<file path="config.mk">
export PLATFORM = sky130hd
export DESIGN_NAME = wb_noc_gateway
export DESIGN_NICKNAME = d
export VERILOG_FILES = /design/src/rtl/wb_noc_gateway.sv
export SDC_FILE = /design/constraint.sdc
export NUM_CORES = 1
export LEC_CHECK = 0
export CAP_MARGIN = 20
export CORE_MARGIN = 2
export CORE_UTILIZATION = 26
export DETAILED_ROUTE_END_ITERATION = 8
export GPL_TIMING_DRIVEN = 0
export PLACE_DENSITY = 0.43
export SLEW_MARGIN = 10
export SYNTH_ARGS = -nofsm -noshare
export SYNTH_HDL_FRONTEND = slang
export SYNTH_SLANG_ARGS = --single-unit
</file>
<file path="constraint.sdc">
create_clock -name clk -period 3.8 [get_ports clk]
set_input_delay 0.76 -clock clk [delete_from_list [all_inputs] [get_ports clk]]
set_output_delay 0.76 -clock clk [all_outputs]
set_load 0.02 [all_outputs]
</file>
<file path="src/rtl/wb_noc_gateway.sv">
// wb_noc_gateway: Wishbone write slave feeding a small FIFO, drained as
// two-flit packets (head = dest/address, tail = data) onto a valid/ready NoC link.
// Optional macro NOC_GW_PARITY_EN: widens the flit to 35 bits, bit 34 = even parity.
module wb_noc_gateway #(
  parameter int FIFO_DEPTH = 4,
  parameter int DEST_W     = 4,
`ifdef NOC_GW_PARITY_EN
  localparam int FLIT_W    = 35,
`else
  localparam int FLIT_W    = 34,
`endif
  localparam int CW        = $clog2(FIFO_DEPTH) + 1
) (
  input  logic              clk,
  input  logic              reset,
  input  logic [31:0]       wbs_adr,
  input  logic [31:0]       wbs_dat,
  input  logic              wbs_cyc,
  input  logic              wbs_stb,
  input  logic              wbs_we,
  output logic              wbs_ack,
  output logic [FLIT_W-1:0] noc_flit,
  output logic              noc_valid,
  input  logic              noc_ready,
  output logic [CW-1:0]     fifo_count,
  output logic              rd_err,
  output logic [15:0]       pkt_sent
);
  localparam int PW = $clog2(FIFO_DEPTH);

  typedef struct packed {
    logic [31:0] adr;
    logic [31:0] dat;
  } wb_req_t;

  typedef enum logic [1:0] {IDLE, HEAD, TAIL} tx_state_t;

  tx_state_t     state, state_nxt;
  wb_req_t       mem [FIFO_DEPTH];
  wb_req_t       front;
  logic [PW-1:0] wr_ptr, rd_ptr;
  logic [CW-1:0] count_nxt;
  logic          req, full, push, pop;
  logic [33:0]   flit_base;

  // The !ack term keeps a lingering strobe from pushing the same write twice.
  assign req   = wbs_cyc & wbs_stb & ~wbs_ack;
  // Full uses the registered count, so a same-cycle pop never makes room.
  assign full  = (fifo_count == CW'(FIFO_DEPTH));
  assign push  = req & wbs_we & ~full;
  assign pop   = (state == TAIL) & noc_ready;
  assign front = mem[rd_ptr];

  // Occupancy after this cycle's push/pop.
  always_comb begin
    count_nxt = fifo_count;
    case ({push, pop})
      2'b10:   count_nxt = fifo_count + CW'(1);
      2'b01:   count_nxt = fifo_count - CW'(1);
      default: count_nxt = fifo_count;
    endcase
  end

  // Write buffer storage; contents need no reset, occupancy is tracked by the count.
  always_ff @(posedge clk) begin
    if (push) mem[wr_ptr] <= '{adr: wbs_adr, dat: wbs_dat};
  end

  // Pointers, count, ack, sticky read error and packet counter.
  always_ff @(posedge clk) begin
    if (reset) begin
      wr_ptr     <= '0;
      rd_ptr     <= '0;
      fifo_count <= '0;
      wbs_ack    <= 1'b0;
      rd_err     <= 1'b0;
      pkt_sent   <= '0;
    end else begin
      if (push) wr_ptr <= wr_ptr + PW'(1);
      if (pop) begin
        rd_ptr   <= rd_ptr + PW'(1);
        pkt_sent <= pkt_sent + 16'd1;
      end
      fifo_count <= count_nxt;
      wbs_ack    <= req & (~wbs_we | ~full);
      if (req & ~wbs_we) rd_err <= 1'b1;
    end
  end

  // Transmit state register.
  always_ff @(posedge clk) begin
    if (reset) state <= IDLE;
    else       state <= state_nxt;
  end

  // Next state and flit decode; outputs depend only on state and FIFO front.
  always_comb begin
    state_nxt = state;
    noc_valid = 1'b0;
    flit_base = '0;
    case (state)
      IDLE: if (fifo_count != '0) state_nxt = HEAD;
      HEAD: begin
        noc_valid = 1'b1;
        flit_base = {2'b10, front.adr[31:32-DEST_W], front.adr[31-DEST_W:0]};
        if (noc_ready) state_nxt = TAIL;
      end
      TAIL: begin
        noc_valid = 1'b1;
        flit_base = {2'b01, front.dat};
        // Chain straight into the next head when more entries remain.
        if (noc_ready) state_nxt = (count_nxt != '0) ? HEAD : IDLE;
      end
      default: state_nxt = IDLE;
    endcase
  end

`ifdef NOC_GW_PARITY_EN
  assign noc_flit = {^flit_base, flit_base};
`else
  assign noc_flit = flit_base;
`endif

endmodule

</file>
# Yosys cells after proc, flatten, opt, wreduce, memory -nomap -nowiden
# Memories as Yosys holds them, arrays and structs flattened. A register that Yosys moved wholly into a read port is not among the register bits.
# Cells that the tools add are included.
[classes]
add_sub_neg = 5
n_eq_ne = 8
mux = 12
bitwise = 11
n_reduce_logical = 5
[op_table]
columns = ["operator", "n"]
rows = [
  ["$pmux W34 S2", 1],
  ["$add A16 B1 Y16 const B", 1],
  ["$mux W2", 5],
  ["$and A1 B1 Y1", 7],
  ["$ne A2 B2 Y1 const B", 3],
  ["$pmux W2 S3", 1],
  ["$pmux W3 S2", 1],
  ["$reduce_bool A3 Y1", 2],
  ["$add A2 B1 Y2 const B", 2],
  ["$eq A2 B1 Y1 const B", 2],
  ["$eq A2 B2 Y1 const B", 2],
  ["$mux W1", 4],
  ["$add A3 B1 Y3 const B", 1],
  ["$eq A3 B3 Y1 const B", 1],
  ["$not A1 Y1", 3],
  ["$reduce_and A3 Y1", 1],
  ["$sub A3 B1 Y3 const B", 1],
  ["$logic_not A2 Y1", 1],
  ["$reduce_or A2 Y1", 1],
  ["$or A1 B1 Y1", 1],
]
[totals]
ff_bits = 27
ramBits = 256
wordCells = 49
n_memories = 1
[mem_list]
columns = ["memory", "words", "word_bits", "rd", "rd_clocked_by_memory_dff", "wr", "line", "source"]
rows = [
  ["mem", 4, 64, 1, 1, 1, "39", "wb_req_t mem [FIFO_DEPTH];"],
]

# Logic depth before layout (Yosys ltp)
# Gate-level depths: netlist (run 1).
[depth]
ltp_word = 10
ltp_mapped = 12
depth_no_buf = 10

# Least setup slack after synthesis (run 1)
# Ideal clock, no wire load.
[synth_path]
path_kind = "input-to-reg"
startpoint = "input wbs_stb"
endpoint = "memory mem[0][0] (netlist bit), enable pin"
arrival_time_ps = 2708
required_time_ps = 3371
path_slack_ps = 664
stages = 4
path_buffers = 1
path_cell_list = "and3b_1 and3_1 buf_2 and2_1"
[synth_between]
elab_chain_cells = 6
[synth_lines]
columns = ["item", "line", "source"]
rows = [
  ["start: declaration", "19", "input logic wbs_stb,"],
  ["$and A1 B1 Y1 (2 in a row)", "47", "assign req = wbs_cyc & wbs_stb & ~wbs_ack;"],
  ["$and A1 B1 Y1 (2 in a row)", "50", "assign push = req & wbs_we & ~full;"],
  ["$mux W1", "66", "if (push) mem[wr_ptr] <= '{adr: wbs_adr, dat: wbs_dat};"],
  ["$mux W1 (implied by the code)", "66", ""],
  ["end: declaration", "39", ""],
]
# No other way between the ends.

# Worst setup path in the final report (run 1)
[layout_path]
startpoint = "register state[0]"
endpoint = "output noc_flit[10]"
[layout_between]
elab_chain_cells = 2
elab_cells_between_ends = 3
classes_between = "eq/ne (2); mux (1)"
[layout_lines]
columns = ["item", "line", "source"]
rows = [
  ["start: declaration", "38", "tx_state_t state, state_nxt;"],
  ["start signal: assignment", "93", "else state <= state_nxt;"],
  ["$eq A2 B2 Y1 / $eq A2 B1 Y1 (equally long branches)", "101", "case (state)"],
  ["$pmux W34 S2 (*)", "101", ""],
  ["end: declaration", "22", "output logic [FLIT_W-1:0] noc_flit,"],
]
# Every way passes the cells marked *; elsewhere a longest branch is shown, timed or not.

==> results.yml, run 1 <==
cts:
  clock_insertion_delay_worst_skew_ps: 520
  post_cts_setup_repair_buffer_count: 0
  cts.sink_count: 285
  cts-buffers-inserted: 34
  clock_tree.buffer_depth: 3
  h-tree-depth: 2
  clk_pin_slew_ps: 50
  clock-root-buffer: "clkbuf_16"
  tritoncts: "done"
synthesis:
  synthSimpleGateAreaFrac_pct: 5.43
  synth_top_family_by_area: "multiplexers"
  synth_xor_xnor_area_share_pct: 1.09
  synthDistinctLibCells: 41
  synth_compound_gate_area_share_pct: 2.78
  syn_area_sq_mm: 0.0112
  synthesis.area_per_instance_sq_um: 19.4
  synthAdderAreaFrac_pct: 1.52
  synthesis.yosys.warnings: 0
  synth_nets: 660
  postSynthCellCount: 577
  postSynthRegisterBits: 285
  synth-seq-area-share_pct: 73.7
  synth_mux_area_share_pct: 13.5
final_layout:
  seq_area_sq_mm: 0.00827
  final_common_cell: "edfxtp_1"
  most-common-layout-cells: "edfxtp_1, clkdlybuf4s50_1, mux4_2"
  final_design_area_excluding_fillers_sq_mm: 0.0144
  final.fill_count: 4055
  layout-area-overhead-vs-synth_pct: 28.2
  number_of_nets_at_the_end_of_the_flow: 825
  finalCoreUtilization_pct: 33.6
  drive_above_1_share_pct: 19.7
  area_of_the_multi_input_gates_sq_mm: 0.00274
sta:
  timing.fmax_mhz: 277
  finalHoldViolations: 0
  unrepaired_setup_endpoints_after_global_routing: "no"
  count_of_endpoints_failing_setup_in_the_final_report: 0
  timing.clock.skew_ps: 16.4
  finalCritPeriodShare_pct: 95.1
  worst_slew_pin_slew_ps: 623
  max_transition_viols_final: 0
  relSlewSlack_pct: 58.5
  timing.final.crit_period_ps: 3610
critical_path:
  critical_path.max_stage_delay_ps: 660
  worst_path_arrival_ps: 2850
  reg2reg_setup_slack_ps: 880
  path_cells: "inv_1 > ha_1 > clkbuf_1 > nor2b_1 > clkdlybuf4s50_1"
  critPathKind: "reg -> out"
  worst-r2r-cell-count: 12
  cp.required_ps: 3040
  setup.worst_path.start_class: "flip-flop"
  crit_path_top_delay_cell: "clkdlybuf4s50_1"
  path_max_fanout: 10
  worstReg2RegEnd: "state[0]"
  timing.critical_path.to_type: "output pin"
  reg2reg_from: "state[0]"
floorplan:
  num_io_pins: 126
  initial_core_util_pct: 26.2
  coreArea_sq_mm: 0.0428
  row_count: 76
  die_width_um: 212
  chip_height_um: 212
  fp.dieArea_sq_mm: 0.0448
drt:
  detail_route.wl_per_cell_um: 20.2
  vias_per_cell: 4.52
  num_vias: 5934
  routed_wl_um: 26500
  drt_drc_violations_left: 0
  drt.antenna.violating_nets: 0
  drc_marker_count_from_the_first_detailed_route_iteration: 401
  drt_pass1_iterations: 4
run:
  maxCapViolations: 0
global_routing:
  number_of_antenna_violations_at_the_first_check_in_global_routing: 3
  overflow: 0
  grt_start_max_net_pins: 35
  gr-usage-all-layers_pct: 12.1
  grt_pass1_vias: 6484
  grt_first_pass_wirelength_um: 39800
power:
  power.static_leakage_nw: 4.45
  maximum_vdd_drop_v: 0.000307
  p_per_area_mw_per_mm2: 531
min_path:
  holdCritPathClass: "reg -> reg"
  timing.hold.worst_path_depth: 2
  worstHoldEndpoint: "rd_err"
  worstHoldStart: "rd_err"
place:
  post_placement_cell_area_sq_mm: 0.0133
  portbufs: 125
  place.detailed.hpwl_um: 17000
  routabilityCongestion: 0.687
status:
  run_status: "complete, no violations"
[critical path, delay by kind of cell (launching register included)]
kind | cells | cell delay (ps)
flip-flops | 1 | 420
adder cells (fa/ha/maj) | 1 | 510
buffers and inverters | 3 | 1140
AND/OR/NAND/NOR | 1 | 280
[area by class of cell]
type / count / share of cell area, %
multi-input cells: 249 / 19.1
clock buffers: 44 / 6.54
flip-flops and latches: 285 / 57.5
inverters: 11 / 0.287
clock inverters: 16 / 1.07
repair buffers: 129 / 9.47
diodes: 2 / 0.0348
plain buffers: 32 / 1.30
well taps: 546 / 4.75
[cell usage after synthesis]
cell type | count | share of area [%]
and3b_1 | 1 | 0.078
buf_4 | 6 | 0.40
nor2b_1 | 36 | 2.0
o21ai_0 | 4 | 0.18
nor4bb_1 | 1 | 0.089
nor3_1 | 5 | 0.22
mux2_1 | 2 | 0.20
nand3b_1 | 2 | 0.13
a41oi_1 | 1 | 0.078
nand4_1 | 1 | 0.056
a21oi_1 | 5 | 0.22
or3b_1 | 1 | 0.078
nand4_4 | 1 | 0.19
a311oi_1 | 1 | 0.078
ha_1 | 12 | 1.3
nor2_1 | 31 | 1.0
a22oi_1 | 32 | 2.1
nand3_2 | 1 | 0.089
mux2_2 | 2 | 0.20
clkbuf_1 | 14 | 0.47
and3_1 | 2 | 0.11
o2bb2ai_1 | 1 | 0.078
mux4_2 | 64 | 13
inv_1 | 10 | 0.33
fa_1 | 1 | 0.18
xor2_1 | 3 | 0.23
buf_6 | 3 | 0.30
or3_1 | 3 | 0.17
nor4_1 | 1 | 0.056
xnor2_1 | 11 | 0.86
buf_2 | 8 | 0.36
and2_1 | 6 | 0.33
edfxtp_1 | 256 | 69
nand2_1 | 7 | 0.23
nor4_4 | 1 | 0.19
inv_2 | 1 | 0.033
mux2i_1 | 3 | 0.27
dfxtp_1 | 29 | 5.2
buf_1 | 1 | 0.033
nand3_1 | 6 | 0.27
and4b_1 | 1 | 0.089
[power breakdown]
part | internal [mW] | leakage (nW) | switching, mW
registers | 3.46 | 2.55 | 0.0255
logic | 0.452 | 1.37 | 0.533
clock network | 1.95 | 0.535 | 1.22
[metrics by stage]
step	std cells	power, mW	TNS [ps]	hold slack, ps	setup WS, ps
floorplan	577	4.10	0	469	664
global placement	1248	4.52	-361710	490	-1430
global route	1312	7.93	0	533	13.8
detailed placement	1252	4.54	0	473	324
finish	1314	7.64	0	481	187
CTS	1312	7.75	0	487	41.5
[flip-flops by register name, summed over array words and instances (netlist names), named ones only]
signal      count
mem           256
pkt_sent       16
fifo_count      3
rd_ptr          2
state           2
wr_ptr          2
rd_err          1
wbs_ack         1
[repair_timing]
action,4_1_cts,5_1_grt
hold buffers,0,0
setup endpoints to repair,11,8
resized for setup,5,8
hold endpoints to repair,0,0
[worst max path at each step]
stage	startpoint	end	slack, ps	cells after the start
after floorplan	wbs_stb	mem[0][0]	660	4
after global placement	wbs_stb	mem[1][6]	-1430	5
after detailed placement	noc_ready	state[0]	320	10
after CTS	state[1]	noc_flit[25]	40	5
after global routing	state[0]	noc_flit[18]	10	5
final	state[0]	noc_flit[10]	190	5
[routing by layer]
layer | track usage (%) | vias up | part of all wire, %
met3 | 2.89 | 44 | 5.5
met1 | 15.5 | 3070 | 43
met5 | 0 | - | 0
met2 | 20.1 | 166 | 49
li1 | - | 2654 | -
met4 | 3.74 | 0 | 2.3
[cell families after synthesis]
| family | count (synthesis) |
|---|---|
| xor gates and xnor gates | 14 |
| and+or+nand+nor | 107 |
| DFF | 285 |
| buffers and inverters | 43 |
| adders and majority gates | 13 |
| AOI/OAI and AO/OA | 44 |
| muxes | 71 |
(Power assumes the default switching activity.)
==> inputs of run 2 (changes only) <==
Settings changed: CELL_PAD_IN_SITES_DETAIL_PLACEMENT set to 2, CELL_PAD_IN_SITES_GLOBAL_PLACEMENT set to 2, PLACE_DENSITY 0.43 to 0.53.
==> run 2 against run 1 <==
Effect of this change:
- cell count hardly changed
- sequential power about the same
- setup slack better by 9.6 ps
- first-iteration DRC count down 36%
- via count shrank 0.49%
- clock power down 6%
- sequential share of layout area up 0.36 points
- total power fell by 2.0%
- critical path depth is the same
- critical path type unchanged
- hold slack lost 11 ps
- sequential cell count unchanged
- highest routed layer is now met5
==> results.yml, run 2 (synthesis results as in run 1) <==
floorplan:
  num_io_pins: 126
  die_width_um: 212
  coreArea_sq_mm: 0.0428
  row_count: 76
  initial_core_util_pct: 26.2
  chip_height_um: 212
  fp.dieArea_sq_mm: 0.0448
critical_path:
  worst_path_arrival_ps: 2840
  path_max_fanout: 10
  timing.critical_path.to_type: "output pin"
  worst_setup_path_startpoint: "state[0]"
  critPathKind: "reg -> out"
  reg2reg_from: "state[0]"
  cp.required_ps: 3040
  setup.worst_path.start_class: "flip-flop"
drt:
  detail_route.wl_per_cell_um: 21.5
  topRoutingLayerUsed: "met5"
  drt.antenna.violating_nets: 0
  num_vias: 5905
  wl_met2_um: 13900
  routed_wl_um: 28200
  drc_marker_count_from_the_first_detailed_route_iteration: 255
  vias_per_cell: 4.50
  drt_drc_violations_left: 0
  route.layer.met1.wl_um: 12400
  drt_pass1_iterations: 4
  met3WireLength_um: 1170
cts:
  cts.sink_count: 285
  clock-root-buffer: "clkbuf_16"
  clk_pin_slew_ps: 50
  hold_buffers: 0
  tritoncts: "done"
  clock_tree.buffer_depth: 3
  cts-buffers-inserted: 35
  h-tree-depth: 2
  clock_insertion_delay_worst_skew_ps: 530
min_path:
  worstHoldStart: "rd_err"
  holdCritPathClass: "reg -> reg"
sta:
  max_transition_viols_final: 0
  worst_slew_pin_slew_ps: 588
  unrepaired_setup_endpoints_after_global_routing: "no"
  relSlewSlack_pct: 60.8
  count_of_endpoints_failing_setup_in_the_final_report: 0
  timing.final.crit_period_ps: 3600
  timing.fmax_mhz: 278
  fin_setup_tns_ps: 0
  timing.clock.skew_ps: 12.3
  finalHoldViolations: 0
  finalCritPeriodShare_pct: 94.8
global_routing:
  grt_pass1_vias: 6934
  gr-usage-all-layers_pct: 13.1
  grt_first_pass_wirelength_um: 43200
  grt_start_max_net_pins: 38
  number_of_antenna_violations_at_the_first_check_in_global_routing: 2
  overflow: 0
power:
  post-layout-total-power_mw: 7.48
  power.static_leakage_nw: 4.41
  clock_network_power_share_pct: 39.9
  maximum_vdd_drop_v: 0.000240
  net-switching-power_mw: 1.84
  pwr-share-comb_pct: 13.5
  p_seq_share_pct: 46.5
  internal-power_mw: 5.64
  p_per_area_mw_per_mm2: 524
  swShare_pct: 24.6
place:
  place_inst: 1252
  portbufs: 125
  routabilityCongestion: 0.677
  place.detailed.hpwl_um: 17700
final_layout:
  largest_reg_flops: 256
  layout-area-overhead-vs-synth_pct: 27.4
  most-common-layout-cells: "edfxtp_1, clkdlybuf4s50_1, mux4_2"
  n_antenna_cell: 0
  max_flop_register: "mem"
  number_of_nets_at_the_end_of_the_flow: 826
  biggestRegsByFlops: "mem x256, pkt_sent x16, fifo_count x3"
  final_common_cell: "edfxtp_1"
  drive_above_1_share_pct: 19.4
  final_cells: 1313
run:
  maxCapViolations: 0
status:
  run_status: "complete, no violations"
-- run 2: final cells by class --
cell class                      count  area (sq um)
Timing Repair Buffer              129          1360
Fill cell                        4218         28500
Sequential cell                   285          8270
Inverter                           11          41.3
Clock inverter                     14          67.6
Multi-Input combinational cell    249          2740
Buffer                             32           188
Tap cell                          546           683
Clock buffer                       47           941
-- run 2: what timing repair did --
action	4_1_cts	5_1_grt
endpoints found under the setup margin	24	0
setup buffers	0	0
gates resized for setup	10	0
-- run 2: stage by stage --
stage | area (sq um) | setup slack [ps] | hold slack (ps) | utilization (%)
floorplan | 11200 | 664 | 469 | -
global placement | 13100 | -1510 | 478 | 30.7
detailed placement | 13300 | 184 | 462 | 31.0
CTS | 14300 | 57.0 | 475 | 33.4
global route | 14300 | 41.2 | 555 | 33.4
finish | 14300 | 197 | 470 | 33.4
-- run 2: path summary, 6_finish.rpt --
kind	to	slack, ps	depth (start not counted)
setup / recovery	noc_flit[20]	200	5
hold / removal	rd_err	470	2
setup reg to reg	state[0]	760	12
hold reg to reg	rd_err	470	2
-- run 2: layer usage --
metal / GRT usage (%) / up-vias
met5: 0 / -
met4: 4.71 / 4
met3: 2.88 / 48
li1: - / 2636
met2: 21.9 / 124
met1: 16.7 / 3093
-- run 2: worst max-delay path: stages (launching register included) --
cell and delay (ps):
dfxtp_1 420, inv_1 120, ha_1 500, clkbuf_2 340, nor2b_1 290, clkdlybuf4s50_1 650
-- run 2: power by group through the flow --
stage | registers [mW] | logic, mW | clock network, mW
after global placement | 3.55 | 1.02 | 0
after CTS | 3.48 | 1.05 | 3.13
after global routing | 3.49 | 1.10 | 3.23
after detailed placement | 3.55 | 1.03 | 0
final | 3.48 | 1.01 | 2.99
after floorplan | 3.55 | 0.549 | 0
